<file path="src/rtl/z80_bus_ctrl.sv">
// Z80 bus companion: wait-state generator, IM2 vectored interrupt controller
// with edge-latched pending bits, and a fixed-width NMI pulse generator.
module z80_bus_ctrl #(
    parameter int         NUM_IRQ   = 4,
    parameter int         MEM_WAIT  = 0,
    parameter int         IO_WAIT   = 1,
    parameter logic [7:0] VEC_BASE  = 8'hE0,
    parameter int         NMI_PULSE = 4
) (
    input  logic               CLK,
    input  logic               RESET,
    input  logic               M1_N,
    input  logic               MREQ_N,
    input  logic               IORQ_N,
    input  logic               RD_N,
    input  logic               WR_N,
    input  logic               RFSH_N,
    input  logic [NUM_IRQ-1:0] IRQ,
    input  logic [NUM_IRQ-1:0] IRQ_EN,
    input  logic               NMI_IN,
    output logic               WAIT_N,
    output logic               INT_N,
    output logic               NMI_N,
    output logic [7:0]         VEC_OUT,
    output logic               VEC_OE,
    output logic [NUM_IRQ-1:0] IRQ_PEND
);

    localparam logic [2:0] MEM_CNT = 3'(MEM_WAIT);
    localparam logic [2:0] IO_CNT  = 3'(IO_WAIT);
    localparam logic [3:0] NMI_CNT = 4'(NMI_PULSE);

    typedef enum logic [1:0] {ST_IDLE, ST_WAIT, ST_HOLD} state_t;

    state_t             r_state;
    state_t             w_state_nxt;
    logic [2:0]         r_wcnt;
    logic [NUM_IRQ-1:0] r_irq_q;
    logic               r_nmi_q;
    logic               r_mreq_q;
    logic               r_iorq_q;
    logic               r_armed;
    logic [NUM_IRQ-1:0] r_pend;
    logic               r_int_n;
    logic               r_ack_act;
    logic [2:0]         r_ack_idx;
    logic [NUM_IRQ-1:0] r_ack_mask;
    logic [3:0]         r_nmi_cnt;

    logic               w_armed;
    logic               w_rw;
    logic               w_mem_acc;
    logic               w_io_acc;
    logic               w_detect;
    logic [2:0]         w_det_cnt;
    logic [NUM_IRQ-1:0] w_act;
    logic [2:0]         w_k;
    logic [NUM_IRQ-1:0] w_k_mask;
    logic               w_ack_start;
    logic               w_ack_end;
    logic [NUM_IRQ-1:0] w_clr;
    logic [NUM_IRQ-1:0] w_irq_rise;
    logic               w_nmi_rise;

    // Input sampling; the bus is only armed once both strobes were seen high
    // after reset, so an access torn by reset is never picked up half-way.
    always_ff @(posedge CLK or posedge RESET) begin
        if (RESET) begin
            r_irq_q  <= '0;
            r_nmi_q  <= 1'b0;
            r_mreq_q <= 1'b0;
            r_iorq_q <= 1'b0;
            r_armed  <= 1'b0;
        end else begin
            r_irq_q  <= IRQ;
            r_nmi_q  <= NMI_IN;
            r_mreq_q <= MREQ_N;
            r_iorq_q <= IORQ_N;
            r_armed  <= w_armed;
        end
    end

    assign w_armed    = r_armed | (r_mreq_q & r_iorq_q);
    assign w_rw       = ~RD_N | ~WR_N;
    assign w_mem_acc  = w_armed & ~MREQ_N & RFSH_N & w_rw;
    assign w_io_acc   = w_armed & ~IORQ_N & M1_N & w_rw;
    assign w_detect   = w_mem_acc | w_io_acc;
    assign w_det_cnt  = w_mem_acc ? MEM_CNT : IO_CNT;
    assign w_irq_rise = IRQ & ~r_irq_q;
    assign w_nmi_rise = NMI_IN & ~r_nmi_q;

    always_ff @(posedge CLK or posedge RESET) begin
        if (RESET) begin
            r_state <= ST_IDLE;
        end else begin
            r_state <= w_state_nxt;
        end
    end

    always_comb begin
        w_state_nxt = r_state;
        case (r_state)
            ST_IDLE: begin
                if (w_detect) begin
                    w_state_nxt = (w_det_cnt != 3'd0) ? ST_WAIT : ST_HOLD;
                end
            end
            ST_WAIT: begin
                if (r_wcnt <= 3'd1) begin
                    w_state_nxt = ST_HOLD;
                end
            end
            ST_HOLD: begin
                if (MREQ_N && IORQ_N) begin
                    w_state_nxt = ST_IDLE;
                end
            end
            default: w_state_nxt = ST_IDLE;
        endcase
    end

    always_comb begin
        WAIT_N = (r_state != ST_WAIT);
    end

    always_ff @(posedge CLK or posedge RESET) begin
        if (RESET) begin
            r_wcnt <= 3'd0;
        end else if (r_state == ST_IDLE && w_detect) begin
            r_wcnt <= w_det_cnt;
        end else if (r_state == ST_WAIT && r_wcnt != 3'd0) begin
            r_wcnt <= r_wcnt - 3'd1;
        end
    end

    // Lowest-numbered enabled pending channel; an empty mask marks a spurious ack.
    assign w_act = r_pend & IRQ_EN;

    always_comb begin
        w_k      = 3'd7;
        w_k_mask = '0;
        for (int i = NUM_IRQ - 1; i >= 0; i--) begin
            if (w_act[i]) begin
                w_k         = 3'(i);
                w_k_mask    = '0;
                w_k_mask[i] = 1'b1;
            end
        end
    end

    assign w_ack_start = ~r_ack_act & ~M1_N & ~IORQ_N & w_armed;
    assign w_ack_end   = r_ack_act & IORQ_N;
    assign w_clr       = w_ack_end ? r_ack_mask : '0;

    always_ff @(posedge CLK or posedge RESET) begin
        if (RESET) begin
            r_pend     <= '0;
            r_int_n    <= 1'b1;
            r_ack_act  <= 1'b0;
            r_ack_idx  <= 3'd0;
            r_ack_mask <= '0;
        end else begin
            // A new edge on the channel being cleared keeps it pending.
            r_pend  <= (r_pend & ~w_clr) | w_irq_rise;
            r_int_n <= ~|w_act;
            if (w_ack_start) begin
                r_ack_act  <= 1'b1;
                r_ack_idx  <= w_k;
                r_ack_mask <= w_k_mask;
            end else if (w_ack_end) begin
                r_ack_act  <= 1'b0;
            end
        end
    end

    assign INT_N    = r_int_n;
    assign IRQ_PEND = r_pend;
    assign VEC_OE   = r_ack_act;
    assign VEC_OUT  = r_ack_act ? (VEC_BASE + {4'b0000, r_ack_idx, 1'b0}) : 8'h00;

    always_ff @(posedge CLK or posedge RESET) begin
        if (RESET) begin
            r_nmi_cnt <= 4'd0;
        end else if (r_nmi_cnt != 4'd0) begin
            r_nmi_cnt <= r_nmi_cnt - 4'd1;
        end else if (w_nmi_rise) begin
            r_nmi_cnt <= NMI_CNT;
        end
    end

    assign NMI_N = (r_nmi_cnt == 4'd0);

endmodule

</file>
<file path="config.mk">
export PLATFORM = sky130hd
export DESIGN_NAME = z80_bus_ctrl
export DESIGN_NICKNAME = d
export VERILOG_FILES = /design/src/rtl/z80_bus_ctrl.sv
export SDC_FILE = /design/constraint.sdc
export NUM_CORES = 1
export LEC_CHECK = 0
export ABC_AREA = 1
export CORE_MARGIN = 4
export CORE_UTILIZATION = 52
export DETAILED_ROUTE_END_ITERATION = 10
export GPL_TIMING_DRIVEN = 0
export PLACE_DENSITY_LB_ADDON = 0.12
export SLEW_MARGIN = 10
export SYNTH_ARGS = -nofsm -noshare
export SYNTH_HDL_FRONTEND = slang
export SYNTH_SLANG_ARGS = --single-unit
</file>
<file path="constraint.sdc">
create_clock -name CLK -period 3.4 [get_ports CLK]
set_input_delay 0.85 -clock CLK [delete_from_list [all_inputs] [get_ports CLK]]
set_output_delay 0.85 -clock CLK [all_outputs]
set_load 0.01 [all_outputs]
</file>
-- Word-level counts from Yosys, hierarchy flattened
Index checks and enable logic that the tools add are counted.
- $add $sub $neg: 3
- $lt $le $gt $ge: 1
- equality and inequality tests: 6
- mux-type cells: 22
- bitwise operators: 28
- reductions and logical operators: 14
- operators by type and width (cell ; count):
    two-way mux 4 bit ; 7
    two-way mux 3 bit ; 6
    bitwise AND 1 bit ; 12
    bitwise AND 4 bit ; 3
    two-way mux 2 bit ; 4
    two-way mux 8 bit ; 1
    NOT 4 bit ; 2
    adder 6 x 5 -> 7 bit, first input constant ; 1
    NOT 1 bit ; 7
    != test 2 bit, second input constant ; 3
    case mux 2 bit (3 select lines) ; 1
    nonzero test 2 bit ; 3
    nonzero test 3 bit ; 2
    zero test 4 bit ; 1
    bitwise OR 4 bit ; 1
    nonzero test 4 bit ; 1
    OR reduction 4 bit ; 1
    subtractor 4 x 1 -> 4 bit, second input constant ; 1
    less-or-equal comparator 3 x 1 -> 1 bit, second input constant ; 1
    logical AND 1 bit ; 3
    two-way mux 1 bit ; 3
    bitwise OR 1 bit ; 3
    AND reduction 3 bit ; 1
    subtractor 3 x 1 -> 3 bit, second input constant ; 1
    5 further kinds ; 5
- flip-flop bits (word level): 30
- input bits: 17
- output and inout port bits: 16
- word-level logic and storage cells: 87

-- Logic depth before layout (Yosys ltp)
- word-level depth: 10
- depth in mapped cells: 7
- gate-level depth less buffers: 7

-- Least setup slack after synthesis
OpenSTA, ideal clock, no wires.
- path kind: register -> output
- start: register r_nmi_cnt[2]
- end: output port NMI_N
- arrival: 0.801 ns
- required time: 2.550 ns
- setup slack: 1.749 ns
- stages on the path, launching flop included: 4
- path buffers: 0
- path through: dfrtp_1 > inv_1 > nand2_1 > nor3_1
- longest elaborated chain between the ends: 1
- RTL lines (what ; line ; RTL):
    start, declared ; 48 ; logic [3:0] r_nmi_cnt;
    start signal, assigned ; 185 ; r_nmi_cnt <= r_nmi_cnt - 4'd1;
    zero test 4 bit ; 191 ; assign NMI_N = (r_nmi_cnt == 4'd0);
    end, declared ; 23 ; output logic NMI_N,
No other way between the ends.

-- Final worst setup path
Ends and elaborated chain as after synthesis.

==> key figures <==
STA
  – Fin crit share: about 75%
  – Worst Clk Skew: around 0.0082 ns
  – Final Hold Violating Endpoints: 0
  – Fin. max-slew vios: 0
  – Worst-Margin Slew: 1.04 ns
  – Final worst setup slack: around 0.84 ns
  – Setup TNS: 0 ns
  – RSZ-0062 raised after global routing: no
  – Final period demand of the worst path: between 2 and 3 ns
  – Relative slew slack: 29.9%
  – WHS: around 0.42 ns
  – Setup violations, final: 0
  – Max Freq: 390 MHz

Power
  – Leakage: 0.928 nW
  – Comb pwr share: 30.6%
  – Sw frac: 32.5%
  – Pwr/cell area: ~600 nW/um^2
  – VDD IR max: around 500 uV
  – Sequential fraction of design power: 43.7%
  – Clock Power Share: roughly a quarter
  – Pint: 731 uW
  – NetSw: between 300 and 400 uW

Synthesis
  – Simple-Gate Fraction of Synth Area: approximately 23%
  – EDFF count, synth: 0
  – Synth Area in Adders: 2.70%
  – Post-synth top area share: 52.3%
  – Yosys top cell by area: dfrtp_1
  – Post-synthesis xor/xnor area fraction: between 1 and 1.5%
  – Largest family of logic cells by synthesized area: simple AND/OR/NAND/NOR gates
  – Syn avg cell area: 8.96 um^2
  – Synth Area in Compound Gates: under 10%
  – Mapped Cells: ~160
  – Top post-synthesis cells by area: dfrtp_1, nand2_1, inv_1, nand3_1, nor2_1
  – Yosys cell types: 25
  – Ys Warns: 0
  – Synth async-reset ratio: 100%
  – Main flop type after synthesis: dfrtp_1
  – Seq/Total Area, Yosys: 54.1%
  – Post-Syn Area: roughly 1400 um^2
  – #FFs+latches synth: 30
  – Multiplexer share of the synthesized area: 0%

Clock network
  – CTS Sinks: 30
  – CTS tree: built
  – Post-CTS Setup Bufs: 0
  – Clock Tree Root: clkbuf_4
  – CTS Buf Count: 5
  – Clock transition at path regs: ~0.09 ns
  – H-tree depth: 2
  – Hold bufs inserted after CTS: 0
  – Post-CTS resize count: 0
  – CTS Buffer Depth: 2
  – Clk_lat worst skew: 0.33 ns

Min path
  – Hold Startpoint: r_irq_q[0]
  – Hold Crit Class: flop to flop
  – WHS Endpoint: IRQ_PEND[0]
  – Worst hold path cell count: 1

Placed design
  – GPL Wtd Cong: 0.745
  – Post-DP HPWL: roughly 1900 um
  – Setup WS pre-CTS: 1.19 ns
  – Port buffer count: 30

Floorplanning
  – IO Pins: 33
  – Initial Util: about 55%
  – Chip Width: just under 60 um
  – Die Y: about 60 um
  – Core region area: between 2000 and 3000 um^2
  – Die ar.: 3560 um^2
  – Std-Cell Rows: 18

Setup path
  – Worst Setup End Kind: output pin
  – Crit path DAT: ~1.7 ns
  – Reg2reg end: r_ack_mask[3]
  – FF-to-FF setup slack: 2.17 ns
  – Data required, critical path: around 2.6 ns
  – Setup Crit Path Kind: flop to output pin
  – Startpoint Class: flop
  – Worst reg2reg path depth: 5
  – R2r startpoint: VEC_OE
  – CP Max Fanout: 3

Detailed routing
  – DR WL/cell: roughly 12 um
  – Detailed Routing Iterations Pass 1: 4
  – Vias: ~1100
  – # DRC: 0
  – First DRT Iteration DRCs: 25
  – Wirelength, routed: ~2600 um
  – DR vias/cell: roughly 4.7
  – Remaining antenna violation count: 0

Global routing
  – Total GRT Usage: roughly 18%
  – Largest net degree at the start of global routing: 31
  – Initial antenna violation count: 0
  – Total gr overflow: 0
  – First-pass GRT wire length: around 4600 um
  – Vias in the first global route: roughly 1100

Job
  – MaxCap Viol Count: 0

Finish
  – Area grow syn2layout: 30.2%
  – Number of diodes: 0
  – Share of post-route cells with drive strength above 1: between 10 and 15%
  – Final Util: ~72%
  – NumNets Final: approximately 210

Outcome
  – Status: completed
-- state kept, by name, summed over array words and instances, names as in the netlist, 2 cells and up --
register and count:
IRQ_PEND 4, r_ack_idx 3, r_ack_mask 4, r_irq_q 4
r_nmi_cnt 4, r_state 2, r_wcnt 3
-- metrics by stage --
| stage | power (mW) | area (um^2) | cells |
|---|---|---|---|
| 6_report | 1.08 | 1810 | 224 |
| 5_1_grt | 1.17 | 1810 | 224 |
| 4_1_cts | 1.10 | 1810 | 224 |
| 3_5_place_dp | 0.811 | 1730 | 216 |
| 3_3_place_gp | 0.793 | 1730 | 216 |
| 2_1_floorplan | 0.685 | 1390 | 156 |
-- placed cells by master, fill, tap and decap left out, types with 2 or more instances in the layout --
cell | netlist | final
buf_4 | 5 | 5
clkbuf_4 | 0 | 5
nor2_1 | 11 | 11
inv_1 | 25 | 24
a21oi_1 | 4 | 4
ha_1 | 3 | 3
o21ai_0 | 7 | 7
a21oi_2 | 2 | 2
nand3_1 | 11 | 11
nor3_1 | 2 | 2
o21ai_2 | 2 | 2
clkdlybuf4s50_1 | 0 | 30
conb_1 | 1 | 2
xor2_1 | 2 | 2
clkinv_2 | 0 | 2
dfrtp_1 | 29 | 29
nand2_1 | 39 | 39
inv_2 | 2 | 2
-- cells in the mapped netlist (2+ instances only) --
cell     number
buf_4         5
xor2_1        2
a21oi_1       4
inv_2         2
nand2_1      39
nand3_1      11
inv_1        25
nor3_1        2
nor2_1       11
o21ai_2       2
a21oi_2       2
dfrtp_1      29
o21ai_0       7
ha_1          3
-- worst max-delay path by stage --
stage | from | to | cells past startpoint
floorplan | r_nmi_cnt[2] | NMI_N | 3
global placement | RESET | r_ack_idx[2] | 2
detailed placement | RESET | IRQ_PEND[2] | 2
CTS | r_nmi_cnt[2] | NMI_N | 4
global route | r_nmi_cnt[2] | NMI_N | 4
finish | r_nmi_cnt[2] | NMI_N | 4
-- layer usage --
metal  wire [um]  GRT usage [%]
met4          33           6.65
met1        1150           19.8
met3         187           6.26
met2        1220           31.0
met5           0              0
-- cell families (layout without fill, tap and decap cells) --
group,count (synthesis),after routing
other,1,2
xor gates and xnor gates,2,2
and+or+nand+nor,70,70
adders and majority gates,3,3
AOI/OAI and AO/OA,16,16
buffers and inverters,33,71
DFF,30,30
-- power groups by stage --
stage | logic (mW) | clock network (mW) | registers, mW
2_1_floorplan | 0.212 | 0 | 0.473
3_3_place_gp | 0.317 | 0 | 0.476
3_5_place_dp | 0.332 | 0 | 0.480
4_1_cts | 0.336 | 0.290 | 0.473
5_1_grt | 0.383 | 0.305 | 0.482
6_report | 0.331 | 0.278 | 0.473
-- worst max-delay path: stages (launching register included) --
cell and delay, ns:
dfrtp_1 0.39, inv_1 0.07, nand2_1 0.08, nor3_1 0.23, clkdlybuf4s50_1 0.61
-- layout make-up --
class | instances | area (um^2)
sequential | 30 | 752
tap | 30 | 37.5
fill | 209 | 714
multi-input combinational | 93 | 482
timing repair buffer | 30 | 300
clock inverter | 3 | 40.0
clock buffer | 5 | 37.5
buffer | 6 | 57.6
inverter | 27 | 101
(Power assumes the default switching activity.)
